## config.mk

```make
export PLATFORM = sky130hd
export DESIGN_NAME = i2s_tx_serializer
export DESIGN_NICKNAME = d
export VERILOG_FILES = /design/src/rtl/audio_pkg.sv /design/src/rtl/sync_fifo.sv /design/src/rtl/i2s_tx_serializer.sv
export SDC_FILE = /design/constraint.sdc
export NUM_CORES = 1
export LEC_CHECK = 0
export CORE_MARGIN = 1.5
export CORE_UTILIZATION = 55
export DETAILED_ROUTE_END_ITERATION = 10
export PLACE_DENSITY = 0.77
export SLEW_MARGIN = 10
export SYNTH_ARGS = -nofsm -noshare
export SYNTH_HDL_FRONTEND = slang
export SYNTH_SLANG_ARGS = --single-unit
```

## constraint.sdc

```tcl
create_clock -name clk -period 3.4 [get_ports clk]
set_input_delay 0.34 -clock clk [delete_from_list [all_inputs] [get_ports clk]]
set_output_delay 0.34 -clock clk [all_outputs]
set_load 0.02 [all_outputs]
```

## src/rtl/audio_pkg.sv

```systemverilog
// Constants shared by the I2S transmit serializer and the future I2S receiver.
package audio_pkg;

   localparam int Q15_WIDTH        = 16;
   localparam int I2S_FRAME_BITS   = 2 * Q15_WIDTH;
   localparam int DEFAULT_BCLK_DIV = 8;

   // Word-select level for a frame bit position: low for the left slot, raised one bit early.
   function automatic logic i2s_ws_level(input int unsigned bit_pos, input int unsigned slot_bits);
      return !((bit_pos == 2 * slot_bits - 1) || (bit_pos + 2 <= slot_bits));
   endfunction

endpackage

```

## src/rtl/sync_fifo.sv

```systemverilog
// Single-clock FIFO with occupancy count; a pop and a push may share a cycle even when full.
module sync_fifo #(
   parameter int WIDTH = 16,
   parameter int DEPTH = 4
) (
   input  logic                     clk,
   input  logic                     rst,
   input  logic                     push,
   input  logic [WIDTH-1:0]         push_data,
   input  logic                     pop,
   output logic [WIDTH-1:0]         pop_data,
   output logic                     full,
   output logic                     empty,
   output logic [$clog2(DEPTH):0]   level
);

   localparam int AW = $clog2(DEPTH);
   localparam int LW = AW + 1;

   logic [WIDTH-1:0] mem [DEPTH];
   logic [AW-1:0]    wr_ptr;
   logic [AW-1:0]    rd_ptr;
   logic             do_push;
   logic             do_pop;

   assign full     = (level == LW'(DEPTH));
   assign empty    = (level == '0);
   assign do_pop   = pop && !empty;
   assign do_push  = push && (!full || do_pop);
   assign pop_data = mem[rd_ptr];

   // NOTE: the storage array has no reset; pointers and level alone decide which entries are valid.
   always_ff @(posedge clk) begin
      if (do_push) begin
         mem[wr_ptr] <= push_data;
      end
   end

   // NOTE: state registers use non-blocking assignments so every update reads pre-edge values.
   always_ff @(posedge clk) begin
      if (rst) begin
         wr_ptr <= '0;
         rd_ptr <= '0;
         level  <= '0;
      end else begin
         if (do_push) wr_ptr <= wr_ptr + 1'b1;
         if (do_pop)  rd_ptr <= rd_ptr + 1'b1;
         case ({do_push, do_pop})
            2'b10:   level <= level + 1'b1;
            2'b01:   level <= level - 1'b1;
            default: level <= level;
         endcase
      end
   end

endmodule

```

## src/rtl/i2s_tx_serializer.sv

```systemverilog
// Philips I2S master transmitter: buffers mono samples and sends each in both the left and right slots.
module i2s_tx_serializer
   import audio_pkg::*;
#(
   parameter int DATA_WIDTH = Q15_WIDTH,
   parameter int BCLK_DIV   = DEFAULT_BCLK_DIV,
   parameter int FIFO_DEPTH = 4
) (
   input  logic                          clk,
   input  logic                          rst,
   input  logic [DATA_WIDTH-1:0]         audio_in,
   input  logic                          audio_valid,
   input  logic                          clear_flags,
   output logic                          i2s_bclk,
   output logic                          i2s_lrclk,
   output logic                          i2s_sdata,
   output logic [$clog2(FIFO_DEPTH):0]   fifo_level,
   output logic                          overflow,
   output logic                          underrun
);

   localparam int FRAME_BITS = 2 * DATA_WIDTH;
   localparam int DIV_W      = $clog2(BCLK_DIV);
   localparam int BIT_W      = $clog2(FRAME_BITS);
   localparam logic [DATA_WIDTH-1:0] MSB_ONLY = {1'b1, {(DATA_WIDTH-1){1'b0}}};

   logic [DIV_W-1:0]      div_cnt;
   logic [BIT_W-1:0]      bit_cnt;
   logic [BIT_W-1:0]      bit_next;
   logic [BIT_W-1:0]      slot_bit;
   logic [DATA_WIDTH-1:0] frame_reg;
   logic [DATA_WIDTH-1:0] frame_next;
   logic [DATA_WIDTH-1:0] fifo_data;
   logic                  fifo_full;
   logic                  fifo_empty;
   logic                  div_wrap;
   logic                  fall_evt;
   logic                  frame_start;
   logic                  pop_ok;
   logic                  ovf_set;
   logic                  udr_set;
   logic                  sdata_next;
   logic                  lrclk_next;

   sync_fifo #(
      .WIDTH (DATA_WIDTH),
      .DEPTH (FIFO_DEPTH)
   ) u_fifo (
      .clk       (clk),
      .rst       (rst),
      .push      (audio_valid),
      .push_data (audio_in),
      .pop       (frame_start),
      .pop_data  (fifo_data),
      .full      (fifo_full),
      .empty     (fifo_empty),
      .level     (fifo_level)
   );

   assign div_wrap    = (div_cnt == DIV_W'(BCLK_DIV - 1));
   assign fall_evt    = div_wrap && i2s_bclk;
   assign bit_next    = (bit_cnt == BIT_W'(FRAME_BITS - 1)) ? '0 : bit_cnt + 1'b1;
   assign frame_start = fall_evt && (bit_next == '0);
   assign pop_ok      = frame_start && !fifo_empty;
   // A full FIFO only accepts a new sample when the frame start frees a slot in the same cycle.
   assign ovf_set     = audio_valid && fifo_full && !pop_ok;
   assign udr_set     = frame_start && fifo_empty;

   always_comb begin
      // NOTE: every signal written here gets a default first so no latch is inferred.
      slot_bit   = bit_next;
      frame_next = frame_reg;
      if (bit_next >= BIT_W'(DATA_WIDTH)) begin
         slot_bit = bit_next - BIT_W'(DATA_WIDTH);
      end
      if (frame_start) begin
         frame_next = fifo_empty ? '0 : fifo_data;
      end
      sdata_next = |(frame_next & (MSB_ONLY >> slot_bit));
      lrclk_next = i2s_ws_level(32'(bit_next), DATA_WIDTH);
   end

   always_ff @(posedge clk) begin
      if (rst) begin
         div_cnt   <= '0;
         bit_cnt   <= BIT_W'(FRAME_BITS - 1);
         frame_reg <= '0;
         i2s_bclk  <= 1'b0;
         i2s_lrclk <= 1'b0;
         i2s_sdata <= 1'b0;
         overflow  <= 1'b0;
         underrun  <= 1'b0;
      end else begin
         div_cnt <= div_wrap ? '0 : div_cnt + 1'b1;
         if (div_wrap) begin
            i2s_bclk <= ~i2s_bclk;
         end
         // Data and word select move only with BCLK falling so the DAC samples them on the rise.
         if (fall_evt) begin
            bit_cnt   <= bit_next;
            frame_reg <= frame_next;
            i2s_sdata <= sdata_next;
            i2s_lrclk <= lrclk_next;
         end
         overflow <= ovf_set | (overflow & ~clear_flags);
         underrun <= udr_set | (underrun & ~clear_flags);
      end
   end

endmodule

```

==> flow_summary.toml <==
[global_route]
grt_pass1_vias = 2615
antenna_found_initial = 0
grt_max_degree = 22
busiest_layer = "met2"
overflow = 0
globalRouteMet1Util = 0.2701
grt_pass1_wl_um = 12920
globalRouteTotalUtil = 0.2044
globalRouteMet2Util = 0.3284
grt_util_met3 = 0.03769

[timing]
finalClockSkew_ps = 10.39
hold_viol = 0
worst_slew_pin_slew_ps = 714.1
slew_headroom = 0.5233
slew_violations = 0
rsz0062_at_grt = "no"
fmaxAchievable_ghz = 0.3369
final.setup.tns_ps = 0
fin_crit_sh = 0.8730
min_period_ps = 2968
setup_viol = 0

[drt]
drt_pass1_iterations = 4
first_iter_violations = 148
wl_um = 7788
viasPerCell = 5.841
drc = 0
dr_total_vias = 2611
detail-route-antenna-nets = 0
wl_per_cell_um = 17.42

[worst_setup_path]
cp_max_fo = 21
end_kind = "register"
r2r_slack_ps = 430
worstPathArrival_ps = 3210
reg2reg_depth = 11
cpMaxStageDelayCell = "dfxtp_1"
crit_path_cell_trace = "ha_1, and3_1, ha_1, and3b_1, o21a_1, o31ai_2, buf_4, a22oi_1, a211oi_1, o31ai_1, nand3_1"
crit_type = "register to register"
r2r-start = "bit_cnt[1]$_SDFFE_PP1P_"
cpMostUsedCell = "ha_1"
r2r-end = "i2s_sdata$_SDFFE_PP0P_"
crit_required_ps = 3640
start_kind = "register"
cp_slowest_stage_delay_ps = 460

[synthesis]
synth_flop_cell = "edfxtp_1"
yosysWarnings = 0
ys_types = 55
synth_seq_area_share = 0.6262
synth_edf_count = 64
synth-seq-cells = 102
netlist_instances = 315
syn_nets = 345
mappedNetlistArea_mm2 = 0.004284
async_flop_share = 0
avgSynthCellArea_um2 = 13.60

[power_and_ir_drop]
p_total_mw = 2.259
power.density_mw_per_mm2 = 465.1
leakagePower_nw = 1.593
ir_drop_uv = 389.2

[layout]
layoutNonFillerInstCount = 447
stdcell_area_mm2 = 0.004857
fill_cells = 549
drive_gt1_frac = 0.1408
num-nets-final = 373
area_growth_pct = 13.38
final_cell_mix = "64 x edfxtp_1, 39 x nor2_1, 38 x dfxtp_1"
largest_reg_flops = 64
diodes = 0
mostFrequentLayoutCell = "edfxtp_1"

[placed_design]
dp.cells = 431
dpl_cell_area_mm2 = 0.004662
numPortBuffers = 27
hpwlAfterDp_um = 5286
place.gp.congestion = 0.8403

[floorplan]
die_x_um = 91.26
die_area_mm2 = 0.008327
io_pins = 28
core_area_mm2 = 0.007408
die_y_um = 91.26
initial_core_util = 0.5783
row_count = 31

[clocking]
clk_transition_reported_paths_ps = 100
cts.path.max_buffers = 2
cts_hold_buf = 0
cts_tree = "done"
cts_repair_resize_count = 0
clkSinkCount = 102
root_buffer = "clkbuf_8"
cts_setup_buffers = 0
cts_buffers = 9
htree_levels = 3
clock_latency_ps = 360

[worst_hold_path]
worstHoldStart = "div_cnt[0]$_SDFF_PP0_"
min_to = "div_cnt[0]$_SDFF_PP0_"
hold_path_class = "register to register"
whs_path_depth = 1

[run_status]
outcome = "complete, no violations"

[flow_run]
maxCapViolations = 0
[per-stage QoR]
stage	setup WS [ps]	util	hold slack [ps]
5_1_grt	235.9	0.6556	445.6
4_1_cts	435.6	0.6556	435.0
3_3_place_gp	577.5	0.6293	413.1
2_1_floorplan	635.7	-	404.3
3_5_place_dp	466.2	0.6293	420.9
6_report	431.7	0.6556	433.5
[logic make-up (layout without fill, tap and decap cells)]
family,count (synthesis),in the layout,synth area share
flip-flops,102,102,0.6262
multiplexers,18,18,0.08908
buffers and inverters,32,65,0.03271
AND/OR/NAND/NOR,89,89,0.1005
AO/OA/AOI/OAI,55,55,0.1022
adder cells (fa/ha/maj),10,10,0.03096
XOR/XNOR,9,9,0.01840
[Yosys cell counts, drive strengths merged (4+ instances only)]
cell | number | area (um^2)
nand2 | 12 | 45.04
a221oi | 5 | 67.57
and2 | 5 | 31.28
a211o | 4 | 35.03
buf | 9 | 52.55
a22oi | 16 | 120.1
a211oi | 4 | 30.03
dfxtp | 38 | 760.7
inv | 11 | 41.29
nor3 | 9 | 50.05
nor2 | 40 | 152.6
edfxtp | 64 | 1922
ha | 9 | 112.6
xnor2 | 6 | 52.55
nand3 | 5 | 25.02
a21oi | 8 | 40.04
clkbuf | 12 | 46.29
mux4 | 16 | 360.4
[worst max-delay path by stage]
stage | end | depth (start not counted) | slack (ps) | startpoint
final | i2s_sdata$_SDFFE_PP0P_ | 11 | 430 | bit_cnt[1]$_SDFFE_PP1P_
after global routing | u_fifo.mem[1][11]$_DFFE_PP_ | 9 | 240 | bit_cnt[1]$_SDFFE_PP1P_
after CTS | u_fifo.mem[1][11]$_DFFE_PP_ | 9 | 440 | bit_cnt[1]$_SDFFE_PP1P_
after detailed placement | u_fifo.mem[1][14]$_DFFE_PP_ | 9 | 470 | bit_cnt[1]$_SDFFE_PP1P_
after global placement | u_fifo.mem[2][9]$_DFFE_PP_ | 9 | 580 | bit_cnt[1]$_SDFFE_PP1P_
after floorplan | u_fifo.mem[0][0]$_DFFE_PP_ | 8 | 640 | bit_cnt[0]$_SDFFE_PP1P_
[per-layer routing]
| layer | vias to the layer above | part of all wire |
|---|---|---|
| met5 | - | 0 |
| met4 | 0 | 0.024 |
| met3 | 16 | 0.035 |
| met2 | 65 | 0.49 |
| met1 | 1290 | 0.45 |
| li1 | 1240 | - |
[worst max-delay path: cells and delay by family (launching register included)]
| family | cells | cell delay [ps] |
|---|---|---|
| AOI/OAI and AO/OA | 5 | 990 |
| adders and majority gates | 2 | 580 |
| DFF | 1 | 460 |
| buffers and inverters | 1 | 230 |
| and+or+nand+nor | 3 | 590 |
[where the power goes]
part	switching [mW]	internal [mW]	leakage (nW)
combinational	0.0713	0.0622	0.602
clock	0.406	0.342	0.0953
sequential	0.0153	1.36	0.895
total	0.493	1.77	1.59
[final cells by class]
type	count	area, um^2	share of cell area
well taps	99	123.9	0.02550
clock buffers	9	123.9	0.02550
inverters	11	41.29	0.008501
flip-flops and latches	102	2683	0.5523
clock inverters	7	71.32	0.01468
repair buffers	38	352.8	0.07264
multi-input cells	181	1461	0.3009
(Power assumes the default switching activity.)
